### src/rtl/instr_fetch_unit_if.sv
// Instruction-memory fetch channel: the fetch unit issues req/addr, memory answers with ack/rdata.
interface instr_fetch_unit_if #(
   parameter int unsigned ADDR_W = 32
) ();
   logic              imem_req;
   logic [ADDR_W-1:0] imem_addr;
   logic              imem_ack;
   logic [31:0]       imem_rdata;

   modport master (output imem_req, imem_addr, input  imem_ack, imem_rdata);
   modport slave  (input  imem_req, imem_addr, output imem_ack, imem_rdata);
endinterface

### src/rtl/instr_fetch_unit.sv
// Fetch front end: owns the PC, fetches words over a req/ack handshake and hands them to decode,
// with stall, branch redirect and flush (draining any request already in flight).
module instr_fetch_unit #(
   parameter int unsigned       ADDR_W   = 32,
   parameter logic [ADDR_W-1:0] RESET_PC = '0
) (
   input  logic                clk,
   input  logic                rst_n,
   instr_fetch_unit_if.master  mem,
   input  logic                stall,
   input  logic                branch_taken,
   input  logic [ADDR_W-1:0]   branch_target,
   input  logic                flush,
   input  logic [ADDR_W-1:0]   flush_pc,
   output logic                instr_valid,
   output logic [31:0]         instr,
   output logic [5:0]          opcode,
   output logic [5:0]          funct,
   output logic [ADDR_W-1:0]   pc_out,
   output logic [ADDR_W-1:0]   pc_plus4,
   output logic [31:0]         issue_count
);

   localparam int unsigned INSTR_W = 32;
   localparam int unsigned CNT_W   = 32;

   typedef enum logic [1:0] {FETCH, ISSUE, DRAIN} state_t;

   state_t             state_q, state_d;
   logic [ADDR_W-1:0]  pc_q, pc_d;
   logic [ADDR_W-1:0]  drain_addr_q, drain_addr_d;
   logic [ADDR_W-1:0]  pc_out_d;
   logic [INSTR_W-1:0] instr_d;
   logic               instr_valid_d;
   logic [CNT_W-1:0]   issue_count_d;

   function automatic logic [ADDR_W-1:0] word_align(input logic [ADDR_W-1:0] a);
      return a & ~ADDR_W'(3);
   endfunction

   // State and datapath registers
   always_ff @(posedge clk) begin
      if (!rst_n) begin
         state_q      <= FETCH;
         pc_q         <= RESET_PC;
         drain_addr_q <= RESET_PC;
         pc_out       <= RESET_PC;
         instr        <= '0;
         instr_valid  <= 1'b0;
         issue_count  <= '0;
      end else begin
         state_q      <= state_d;
         pc_q         <= pc_d;
         drain_addr_q <= drain_addr_d;
         pc_out       <= pc_out_d;
         instr        <= instr_d;
         instr_valid  <= instr_valid_d;
         issue_count  <= issue_count_d;
      end
   end

   // Next-state and datapath update; flush outranks every other event
   always_comb begin
      state_d       = state_q;
      pc_d          = pc_q;
      drain_addr_d  = drain_addr_q;
      pc_out_d      = pc_out;
      instr_d       = instr;
      instr_valid_d = instr_valid;
      issue_count_d = issue_count;

      unique case (state_q)
         FETCH: begin
            if (flush) begin
               pc_d          = word_align(flush_pc);
               instr_valid_d = 1'b0;
               // A request that has not been answered yet must still complete
               if (!mem.imem_ack) begin
                  drain_addr_d = pc_q;
                  state_d      = DRAIN;
               end
            end else if (mem.imem_ack) begin
               instr_d       = mem.imem_rdata;
               pc_out_d      = pc_q;
               instr_valid_d = 1'b1;
               state_d       = ISSUE;
            end
         end
         ISSUE: begin
            if (flush) begin
               pc_d          = word_align(flush_pc);
               instr_valid_d = 1'b0;
               state_d       = FETCH;
            end else if (!stall) begin
               issue_count_d = issue_count + CNT_W'(1);
               pc_d          = branch_taken ? word_align(branch_target) : pc_q + ADDR_W'(4);
               instr_valid_d = 1'b0;
               state_d       = FETCH;
            end
         end
         DRAIN: begin
            if (flush) pc_d = word_align(flush_pc);
            if (mem.imem_ack) state_d = FETCH;
         end
         default: state_d = FETCH;
      endcase
   end

   // Request is masked while reset is held so memory sees nothing until the first live cycle
   assign mem.imem_req  = rst_n && (state_q != ISSUE);
   assign mem.imem_addr = (state_q == DRAIN) ? drain_addr_q : pc_q;

   assign opcode   = instr[31:26];
   assign funct    = instr[5:0];
   assign pc_plus4 = pc_out + ADDR_W'(4);

endmodule

### src/flat_wrapper.sv
// flat-port wrapper written by rule: the top's interface ports become plain ports
module instr_fetch_unit_flat 
#(
   parameter int unsigned       ADDR_W   = 32,
   parameter logic [ADDR_W-1:0] RESET_PC = '0
)
  (clk, rst_n, stall, branch_taken, branch_target, flush, flush_pc, instr_valid, instr, opcode, funct, pc_out, pc_plus4, issue_count, mem_imem_req, mem_imem_addr, mem_imem_ack, mem_imem_rdata);
  instr_fetch_unit_if #(.ADDR_W(ADDR_W)) mem_i ();
  input  logic clk;
  input  logic rst_n;
  input  logic stall;
  input  logic branch_taken;
  input  logic [ADDR_W-1:0] branch_target;
  input  logic flush;
  input  logic [ADDR_W-1:0] flush_pc;
  output logic instr_valid;
  output logic [31:0] instr;
  output logic [5:0] opcode;
  output logic [5:0] funct;
  output logic [ADDR_W-1:0] pc_out;
  output logic [ADDR_W-1:0] pc_plus4;
  output logic [31:0] issue_count;
  output wire logic [$bits(mem_i.imem_req)-1:0] mem_imem_req;
  output wire logic [$bits(mem_i.imem_addr)-1:0] mem_imem_addr;
  input wire logic [$bits(mem_i.imem_ack)-1:0] mem_imem_ack;
  input wire logic [$bits(mem_i.imem_rdata)-1:0] mem_imem_rdata;
  assign mem_imem_req = mem_i.imem_req;
  assign mem_imem_addr = mem_i.imem_addr;
  assign mem_i.imem_ack = mem_imem_ack;
  assign mem_i.imem_rdata = mem_imem_rdata;
  instr_fetch_unit #(.ADDR_W(ADDR_W), .RESET_PC(RESET_PC)) u_core (.clk(clk), .rst_n(rst_n), .mem(mem_i), .stall(stall), .branch_taken(branch_taken), .branch_target(branch_target), .flush(flush), .flush_pc(flush_pc), .instr_valid(instr_valid), .instr(instr), .opcode(opcode), .funct(funct), .pc_out(pc_out), .pc_plus4(pc_plus4), .issue_count(issue_count));
endmodule
### config.mk
export PLATFORM = sky130hd
export DESIGN_NAME = instr_fetch_unit_flat
export DESIGN_NICKNAME = d
export VERILOG_FILES = /design/src/rtl/instr_fetch_unit_if.sv /design/src/rtl/instr_fetch_unit.sv /design/src/flat_wrapper.sv
export SDC_FILE = /design/constraint.sdc
export NUM_CORES = 1
export LEC_CHECK = 0
export ABC_AREA = 0
export BUFFER_PORTS_ARGS = -buffer_cell sky130_fd_sc_hd__buf_4
export CORE_MARGIN = 8
export CORE_UTILIZATION = 45
export DETAILED_ROUTE_END_ITERATION = 10
export PLACE_DENSITY = 0.8
export SYNTH_ARGS = -nofsm -noshare
export SYNTH_HDL_FRONTEND = slang
export SYNTH_SLANG_ARGS = --single-unit
export TNS_END_PERCENT = 20
### constraint.sdc
create_clock -name clk -period 2.5 [get_ports clk]
set_input_delay 0.5 -clock clk [delete_from_list [all_inputs] [get_ports clk]]
set_output_delay 0.5 -clock clk [all_outputs]
set_load 0.01 [all_outputs]
==> results of run 1 <==
[cells in the final DEF (no fill, tap or decap), types with 4 or more instances in the layout]
cell type  count
nor4_1        17
xnor2_1       40
or4_1          4
dfxtp_1      145
nand2b_1       6
a31oi_1        9
conb_1         6
dfxtp_4        4
xor2_1        19
clkbuf_16     17
clkinv_4       4
and3_1        14
buf_4        326
nand4_1       19
nand2_1      278
or3_1          4
o21a_1         5
and2_1         5
mux2_2        28
nand3_1       44
inv_1         14
nor3_1        17
and4_1        11
o21ai_0       23
nor2_1        47
o22ai_1        8
dfxtp_2        8
mux2i_1        8
a21oi_1      138
[worst max-delay path, cell delays in order (launching register included)]
cell	delay, ps
dfxtp_2	340
nand4_1	140
or3_4	380
nor4_2	240
buf_4	200
nand3_2	100
xnor2_2	150
buf_4	140
[per-layer routing]
metal | routed length, um | global-route usage, % | vias to the layer above
li1 | - | - | 4218
met1 | 11100 | 26.8 | 4132
met2 | 14100 | 40.8 | 372
met3 | 2640 | 7.18 | 67
met4 | 960 | 11.8 | 0
met5 | 0 | 0 | -
[sequential cells by signal (all words and copies together) (netlist names)]
| register | flops |
|---|---|
| u_core.issue_count | 32 |
| u_core.pc_out | 30 |
| u_core.instr_valid | 1 |
| u_core.state_q | 2 |
| u_core.pc_q | 30 |
| u_core.drain_addr_q | 30 |
| u_core.instr | 32 |
[layout make-up]
cell class | count | area, um2 | area share (%)
clock inverters | 12 | 138 | 1.23
flip-flops and latches | 157 | 3170 | 28.3
inverters | 15 | 58.8 | 0.525
repair buffers | 329 | 2500 | 22.3
clock buffers | 20 | 447 | 3.99
multi-input cells | 818 | 4600 | 41.1
well taps | 229 | 287 | 2.56
[power by group through the flow]
stage | logic, mW | registers (mW) | clock network, mW
after global placement | 0.855 | 2.73 | 0
after CTS | 0.875 | 2.68 | 2.62
final | 0.877 | 2.68 | 2.58
after detailed placement | 0.866 | 2.74 | 0
after floorplan | 0.441 | 2.72 | 0
after global routing | 0.948 | 2.69 | 2.72
[worst min-delay path by stage]
stage	start	end	slack [ps]
floorplan	u_core.drain_addr_q[10]	u_core.drain_addr_q[10]	430
global placement	u_core.drain_addr_q[31]	u_core.drain_addr_q[31]	440
detailed placement	u_core.drain_addr_q[30]	u_core.drain_addr_q[30]	440
CTS	mem_imem_ack	u_core.state_q[1]	270
global route	mem_imem_ack	u_core.state_q[1]	270
finish	mem_imem_ack	u_core.state_q[1]	280
[through the flow]
step | setup slack (ps) | instances | hold slack, ps | total power, mW | cell area, um2
floorplan | 0.653 | 1090 | 433 | 3.16 | 8160
detailed placement | 97.2 | 1536 | 443 | 3.60 | 10400
finish | -108 | 1580 | 279 | 6.14 | 11200
global route | -210 | 1580 | 267 | 6.37 | 11200
global placement | 136 | 1536 | 438 | 3.59 | 10400
CTS | -25.1 | 1579 | 267 | 6.17 | 11100
[repair_timing]
item	in CTS	in global routing
endpoints found under the setup margin	13	18
setup buffers	11	1
pin swaps	5	4
resized for setup	21	14
[kinds of logic (layout without fill, tap and decap cells)]
family / after synthesis / in the layout
simple gates: 494 / 494
compound gates: 219 / 219
flops: 157 / 157
buf+inv: 115 / 376
xor+xnor: 60 / 60
mux: 36 / 36
fa+ha+maj: 3 / 3
other cells: 1 / 6
==> flow_summary_export.csv, run 1 <==
group,metric,value,unit
power,power.internal,4.50,mW
yosys,synth_async_sr_flop_share,0,%
routing,drt_first_pass_iters,5,
worst_setup_path,endpoint_kind,"output port",
cts,cts_max_path_buffers,2,
routing,ant_nets,0,
cts,cts_tree,"built",
yosys,synthCells,1085,
sta,tns,-579,ps
power,leakage,4.58,nW
yosys,synthAdderAreaFrac,0.461,%
floorplanning,design.die.area,22700,um2
routing,routed_via_density,5.56,
yosys,yosysTopAreaCell,"dfxtp_1",
worst_setup_path,cp-startpoint,"u_core.pc_out[11]",
cts,hold_buffers,0,
yosys,synth_simple_gate_area_share,27.8,%
worst_setup_path,critPathLaunchType,"flop",
cts,root_buffer,"clkbuf_16",
yosys,synth-edff-count,0,
layout,flow.area_growth_from_synthesis,37.5,%
power,p_switching,1.64,mW
place,gp_congestion,0.905,
power,p_comb_share,14.3,%
floorplanning,dieHeight,151,um
layout,antenna_cells,0,
worst_setup_path,ff2ff_setup_slack,300,ps
yosys,synth_ff_type,"dfxtp_1",
grt,antenna_found_initial,0,
power,power_density,548,nW/um2
floorplanning,core-area,17800,um2
yosys,yosys-top-cells-count,"278 x nand2_1, 157 x dfxtp_1, 138 x a21oi_1",
sta,drv_slew,0,
floorplanning,die_w,151,um
sta,fmax,0.383,GHz
sta,relSlewSlack,37.2,%
worst_setup_path,endpoint,"pc_plus4[27]",
layout,finalCoreUtilization,62.7,%
yosys,synth.top_cell.area_share,38.6,%
yosys,yosysSeqAreaShare,38.6,%
worst_setup_path,timing_worst_setup_path_type,"flop to output port",
cts,clock_sinks,157,
layout,fin_nets,1443,
worst_setup_path,cp_data_arrival_time,2110,ps
yosys,synth_cell_types,60,
grt,grt_pass1_wl,43700,um
worst_setup_path,crit-reg2reg-launch,"u_core.state_q[0]",
yosys,yosysWarnings,0,
worst_setup_path,rr_endpoint,"u_core.pc_q[29]",
power,seqPwrFrac,43.7,%
sta,fin_worst_skew,9.56,ps
min_path,hold_depth,2,
worst_setup_path,rr_worst_depth,6,
cts,cts_max_level,4,
routing,drt-total-wl,28700,um
place,place_hpwl,20400,um
power,clockPowerShare,42.0,%
layout,final_layout_size_suffix_gt1_share,31.5,%
floorplanning,num_rows,49,
sta,final.min_clock_period,2610,ps
cts,clkLatencyLatePin,420,ps
job,drv_cap,0,
run_status,status,"finished, violations left",
cts,clk_pin_slew,60,ps
grt,grt_max_degree,137,
grt,grt_pass1_vias,8549,
yosys,synth-xor-area-share,6.45,%
yosys,yosysMostFrequentCell,"nand2_1",
sta,hold_viol_final,0,
sta,rsz0062_at_grt,"true",
power,p_sw_share,26.6,%
yosys,synth_seq_cells,157,
sta,worst_slack,-108,ps
sta,worst_pin_slew,942,ps
grt,overflow,0,
yosys,syn_area_per_cell,7.51,um2
min_path,hold_class,"input port to flop",
yosys,synth_compound_area_share,15.4,%
routing,drc_errors,0,
cts,numCtsBuffers,17,
layout,fillCellCount,1545,
routing,vias,8789,
yosys,synth_top_family_by_area,"simple AND/OR/NAND/NOR gates",
floorplanning,ioPinCount,276,
yosys,syn-cell-area,8140,um2
floorplanning,start_util,45.6,%
sta,setup_viol,9,
routing,routedWlPerCell,18.2,um
run_status,violations,"setup timing",
power,ir_drop,0.486,mV
worst_setup_path,worstPathRequired,2000,ps
sta,period_share,104,%
worst_setup_path,cp_max_fo,5,
place,portBuffers,265,
grt,grt.total_usage,24.0,%
yosys,synthMuxAreaShare,4.85,%
routing,dr.first_iter.drc_count,679,
yosys,netlist_top_cells_area,"dfxtp_1 39%, nand2_1 13%, a21oi_1 8.5%",
Power figures use the tool's default switching activity.
==> run 2: changes to the inputs <==
CORE_UTILIZATION = 46   (was 45)
PLACE_DENSITY = 0.81   (was 0.8)
==> run 2 against run 1 <==
  * The flow still finishes with violations (setup timing)
  * Largest power group is now the clock network
  * Sequential power barely moved
  * Global-route usage rose by 0.76 points
  * Critical path type unchanged
  * Via count fell by 0.32%
  * Combinational power rose by 0.7%
==> flow_summary_export.csv, run 2 (synthesized netlist as in run 1, its figures left out) <==
group,metric,value,unit
cts,clk_pin_slew,60,ps
routing,ant_nets,0,
cts,numCtsBuffers,17,
job,drv_cap,0,
routing,dr.first_iter.drc_count,683,
floorplanning,dieHeight,149,um
layout,reg_top3,"u_core.instr: 32 flops, u_core.issue_count: 32 flops",
floorplanning,start_util,47.1,%
floorplanning,core-area,17300,um2
sta,fmax,0.391,GHz
routing,drt_first_pass_iters,5,
power,seqPwrFrac,41.5,%
worst_setup_path,endpoint_kind,"output port",
power,p_switching,1.65,mW
grt,overflow,0,
layout,final_layout_size_suffix_gt1_share,31.6,%
cts,cts_tree,"built",
worst_setup_path,ff2ff_setup_slack,380,ps
cts,root_buffer,"clkbuf_16",
power,leakage,4.63,nW
power,power,6.45,mW
sta,period_share,102,%
layout,flow.area_growth_from_synthesis,38.0,%
grt,antenna_found_initial,1,
power,p_sw_share,25.5,%
sta,setup_viol,9,
grt,grt_pass1_wl,44300,um
cts,clock_sinks,157,
min_path,hold_class,"input port to flop",
worst_setup_path,timing_worst_setup_path_type,"flop to output port",
layout,fillCellCount,1518,
floorplanning,num_rows,48,
grt,grt.total_usage,24.7,%
cts,cts_max_level,4,
place,portBuffers,265,
routing,drt-total-wl,28400,um
layout,fin_nets,1443,
cts,cts_max_path_buffers,2,
place,gp_congestion,0.854,
cts,hold_buffers,0,
power,ir_drop,0.521,mV
floorplanning,die_w,149,um
power,power_density,574,nW/um2
routing,routed_via_density,5.56,
floorplanning,ioPinCount,276,
routing,vias,8761,
sta,fin_worst_skew,6.64,ps
power,power.internal,4.81,mW
sta,relSlewSlack,54.6,%
sta,holdWs,268,ps
run_status,status,"finished, violations left",
sta,worst_pin_slew,682,ps
layout,finalCoreUtilization,65.0,%
layout,final_common_cell,"buf_4",
sta,worst_slack,-59.0,ps
grt,grt_pass1_vias,8666,
sta,hold_viol_final,0,
power,p_comb_share,13.7,%
sta,final.min_clock_period,2560,ps
worst_setup_path,critPathLaunchType,"flop",
place,place_inst,1534,
grt,grt_max_degree,137,
power,clockPowerShare,44.8,%
floorplanning,design.die.area,22200,um2
layout,most-common-layout-cells,"326 x buf_4, 276 x nand2_1, 145 x dfxtp_1",
run_status,violations,"setup timing",
layout,stdcell_count,1576,
place,dpl_worst_slack,95.2,ps
cts,clkLatencyLatePin,420,ps
worst_setup_path,cp_max_fo,5,
sta,drv_slew,0,
place,place_hpwl,20500,um
routing,drc_errors,0,
worst_setup_path,worstPathRequired,2000,ps
worst_setup_path,cp_data_arrival_time,2060,ps
sta,rsz0062_at_grt,"true",
routing,routedWlPerCell,18.0,um
## run 2: path summary, 6_finish.rpt
check	from	to	cells past startpoint
worst min register to register	u_core.drain_addr_q[30]	u_core.drain_addr_q[30]	2
worst max register to register	u_core.state_q[1]	u_core.issue_count[29]	5
worst min-delay path	mem_imem_ack	u_core.state_q[1]	2
worst max-delay path	u_core.pc_out[17]	pc_plus4[27]	7
## run 2: stage by stage
stage          setup TNS, ps  cell area, um2
2_1_floorplan              0            8160
3_3_place_gp               0           10400
3_5_place_dp               0           10400
4_1_cts                 -362           11200
5_1_grt                -1520           11200
6_report                -268           11200
## run 2: area by class of cell
class                      count  area [um2]  area share [%]
clock buffer                  18         439            3.91
timing repair buffer         329        2510            22.3
tap                          225         282            2.51
clock inverter                13         211            1.88
inverter                      15        58.8           0.523
antenna                        1        2.50          0.0223
sequential                   157        3170            28.2
multi-input combinational    818        4570            40.7
## run 2: layer usage
metal | track usage [%] | part of all wire, % | vias to the layer above | routed length [um]
met5 | 0 | 0 | - | 0
met4 | 12.7 | 4.4 | 0 | 1240
met3 | 8.92 | 10 | 82 | 2950
met2 | 41.2 | 48 | 414 | 13700
met1 | 27.3 | 37 | 4035 | 10500
li1 | - | - | 4230 | -
## run 2: timing repair
action	4_1_cts	5_1_grt
setup endpoints to repair	10	18
setup buffers	8	2
resized for setup	12	19
hold endpoints to repair	0	0
pin swaps	3	5
## run 2: power groups by stage
stage | clock, mW | combinational [mW] | sequential [mW]
3_5_place_dp | 0 | 0.874 | 2.73
2_1_floorplan | 0 | 0.441 | 2.72
4_1_cts | 2.92 | 0.881 | 2.68
5_1_grt | 3.03 | 0.961 | 2.69
6_report | 2.89 | 0.883 | 2.68
3_3_place_gp | 0 | 0.863 | 2.73
## run 2: worst max-delay path: stages (launching register included)
cell     delay, ps
dfxtp_4        340
and4_4         220
nand4_1        180
nor4_2         290
buf_4          180
nand3_1         90
xnor2_1        180
buf_4          150
==> run 3: changes to the inputs <==
MAX_ROUTING_LAYER = met4   (was default)
==> run 3 against run 2 <==
  * The run still ends with setup timing left
  * Worst setup slack improved by 2.2 ps
  * Global-route usage up 0.71 points
  * Clock power barely moved
  * Non-clock buffer count unchanged
  * Utilization about the same
  * Largest power group unchanged
  * Hold slack better by 1.3 ps
  * Flip-flop and latch count stayed put
  * Sequential power about the same
  * Routed wire length decreased by 0.43%
  * Register-to-register slack about the same
  * Total power is essentially flat
  * Critical path depth did not move
==> flow_summary_export.csv, run 3 (synthesized netlist as in run 1, its figures left out) <==
group,metric,value,unit
run_status,status,"finished, violations left",
run_status,violations,"setup timing",
routing,routed_via_density,5.53,
grt,overflow,0,
power,clockPowerShare,44.8,%
layout,reg_top3,"u_core.instr: 32 flops, u_core.issue_count: 32 flops",
place,place_hpwl,20500,um
worst_setup_path,cp_data_arrival_time,2060,ps
place,place_inst,1534,
power,power.internal,4.81,mW
job,drv_cap,0,
layout,fillCellCount,1517,
floorplanning,core-area,17300,um2
cts,cts_max_path_buffers,2,
routing,drt-total-wl,28300,um
worst_setup_path,crit_chain,"and4_4 -> nand4_1 -> nor4_2 -> buf_4 -> nand3_1 -> xnor2_1 -> buf_4",
routing,dr.first_iter.drc_count,747,
layout,final_layout_size_suffix_gt1_share,31.6,%
layout,multi_input_area,4570,um2
cts,root_buffer,"clkbuf_16",
power,ir_drop,0.519,mV
sta,setup_viol,9,
routing,ant_nets,0,
grt,grt_max_degree,137,
floorplanning,dieHeight,149,um
cts,clock_sinks,157,
grt,grt_pass1_wl,44300,um
floorplanning,design.die.area,22200,um2
place,portBuffers,265,
cts,numCtsBuffers,17,
grt,grt_pass1_vias,8651,
layout,stdcell_count,1576,
sta,fin_worst_skew,6.70,ps
power,seqPwrFrac,41.5,%
power,leakage,4.63,nW
sta,worst_slack,-56.7,ps
floorplanning,ioPinCount,276,
min_path,hold_class,"input port to flop",
worst_setup_path,endpoint,"pc_plus4[27]",
routing,drt_first_pass_iters,7,
cts,clkLatencyLatePin,420,ps
routing,drc_errors,0,
layout,most-common-layout-cells,"326 x buf_4, 276 x nand2_1, 144 x dfxtp_1",
floorplanning,num_rows,48,
sta,rsz0062_at_grt,"true",
power,p_sw_share,25.5,%
worst_setup_path,rr_worst_depth,5,
sta,period_share,102,%
routing,routedWlPerCell,18.0,um
sta,drv_slew,0,
power,p_comb_share,13.6,%
worst_setup_path,path_depth,7,
power,p_switching,1.65,mW
layout,ff_latch_area,3170,um2
worst_setup_path,crit-reg2reg-launch,"u_core.state_q[1]",
place,gp_congestion,0.868,
grt,antenna_found_initial,1,
sta,holdWs,269,ps
sta,hold_viol_final,0,
worst_setup_path,crit_family,"simple AND/OR/NAND/NOR gates",
worst_setup_path,cp_max_fo,5,
layout,final_common_cell,"buf_4",
worst_setup_path,critPathSlowestCell,"dfxtp_4",
worst_setup_path,worstPathRequired,2000,ps
worst_setup_path,ff2ff_setup_slack,380,ps
cts,cts_max_level,4,
worst_setup_path,timing_worst_setup_path_type,"flop to output port",
floorplanning,start_util,47.1,%
sta,final.min_clock_period,2560,ps
sta,fmax,0.391,GHz
layout,finalCoreUtilization,65.0,%
sta,relSlewSlack,55.2,%
worst_setup_path,worst-path-buf-inv,2,
worst_setup_path,critPathLaunchType,"flop",
routing,vias,8708,
worst_setup_path,critPathMaxStageDelay,340,ps
floorplanning,die_w,149,um
worst_setup_path,endpoint_kind,"output port",
power,power_density,574,nW/um2
worst_setup_path,cp-startpoint,"u_core.pc_out[17]",
cts,clk_pin_slew,60,ps
cts,cts_tree,"built",
layout,fin_nets,1443,
cts,hold_buffers,0,
grt,grt.total_usage,25.4,%
worst_setup_path,cp_common_cell,"buf_4",
worst_setup_path,rr_endpoint,"u_core.issue_count[29]",
layout,flow.area_growth_from_synthesis,38.0,%
sta,worst_pin_slew,672,ps
[run 3: cell counts in the layout (fill, tap and decap cells not counted)]
No cell type changed its count.
[run 3: routing by layer]
layer / vias to the layer above / global-route usage, % / share of wire, %
met1: 4011 / 27.6 / 38
met3: 73 / 8.62 / 9.7
li1: 4229 / - / -
met2: 395 / 41.1 / 48
met4: 0 / 12.6 / 4.2
met5: - / - / 0
[run 3: repair_timing]
item,in CTS,in global routing
resized for setup,12,20
endpoints found under the setup margin,10,18
pin swaps,3,5
hold endpoints to repair,0,0
buffers inserted,8,2
[run 3: layout make-up]
type / count / share of cell area (%)
timing repair buffer: 329 / 22.3
inverter: 15 / 0.523
sequential: 157 / 28.2
clock buffer: 18 / 3.91
tap: 225 / 2.51
antenna: 1 / 0.0223
clock inverter: 13 / 1.88
multi-input combinational: 818 / 40.6
[run 3: worst min path at each step]
stage / from / cells past startpoint / end
finish: mem_imem_ack / 2 / u_core.state_q[1]
global route: mem_imem_ack / 2 / u_core.state_q[1]
CTS: mem_imem_ack / 2 / u_core.state_q[1]
detailed placement: u_core.drain_addr_q[30] / 2 / u_core.drain_addr_q[30]
global placement: u_core.drain_addr_q[31] / 2 / u_core.drain_addr_q[31]
floorplan: u_core.drain_addr_q[10] / 2 / u_core.drain_addr_q[10]
[run 3: power by group through the flow]
stage	clock network (mW)	registers, mW	logic (mW)
final	2.89	2.68	0.880
after global routing	3.03	2.69	0.961
after CTS	2.92	2.68	0.881
after detailed placement	0	2.73	0.874
after global placement	0	2.73	0.863
after floorplan	0	2.72	0.441
[run 3: metrics by stage]
step / TNS, ps / setup WS (ps) / cell area [um2] / total power, mW
after floorplan: 0 / 0.653 / 8160 / 3.16
after global placement: 0 / 126 / 10400 / 3.59
after detailed placement: 0 / 95.2 / 10400 / 3.61
after CTS: -362 / -84.9 / 11200 / 6.48
after global routing: -1510 / -204 / 11200 / 6.68
final: -252 / -56.7 / 11200 / 6.45
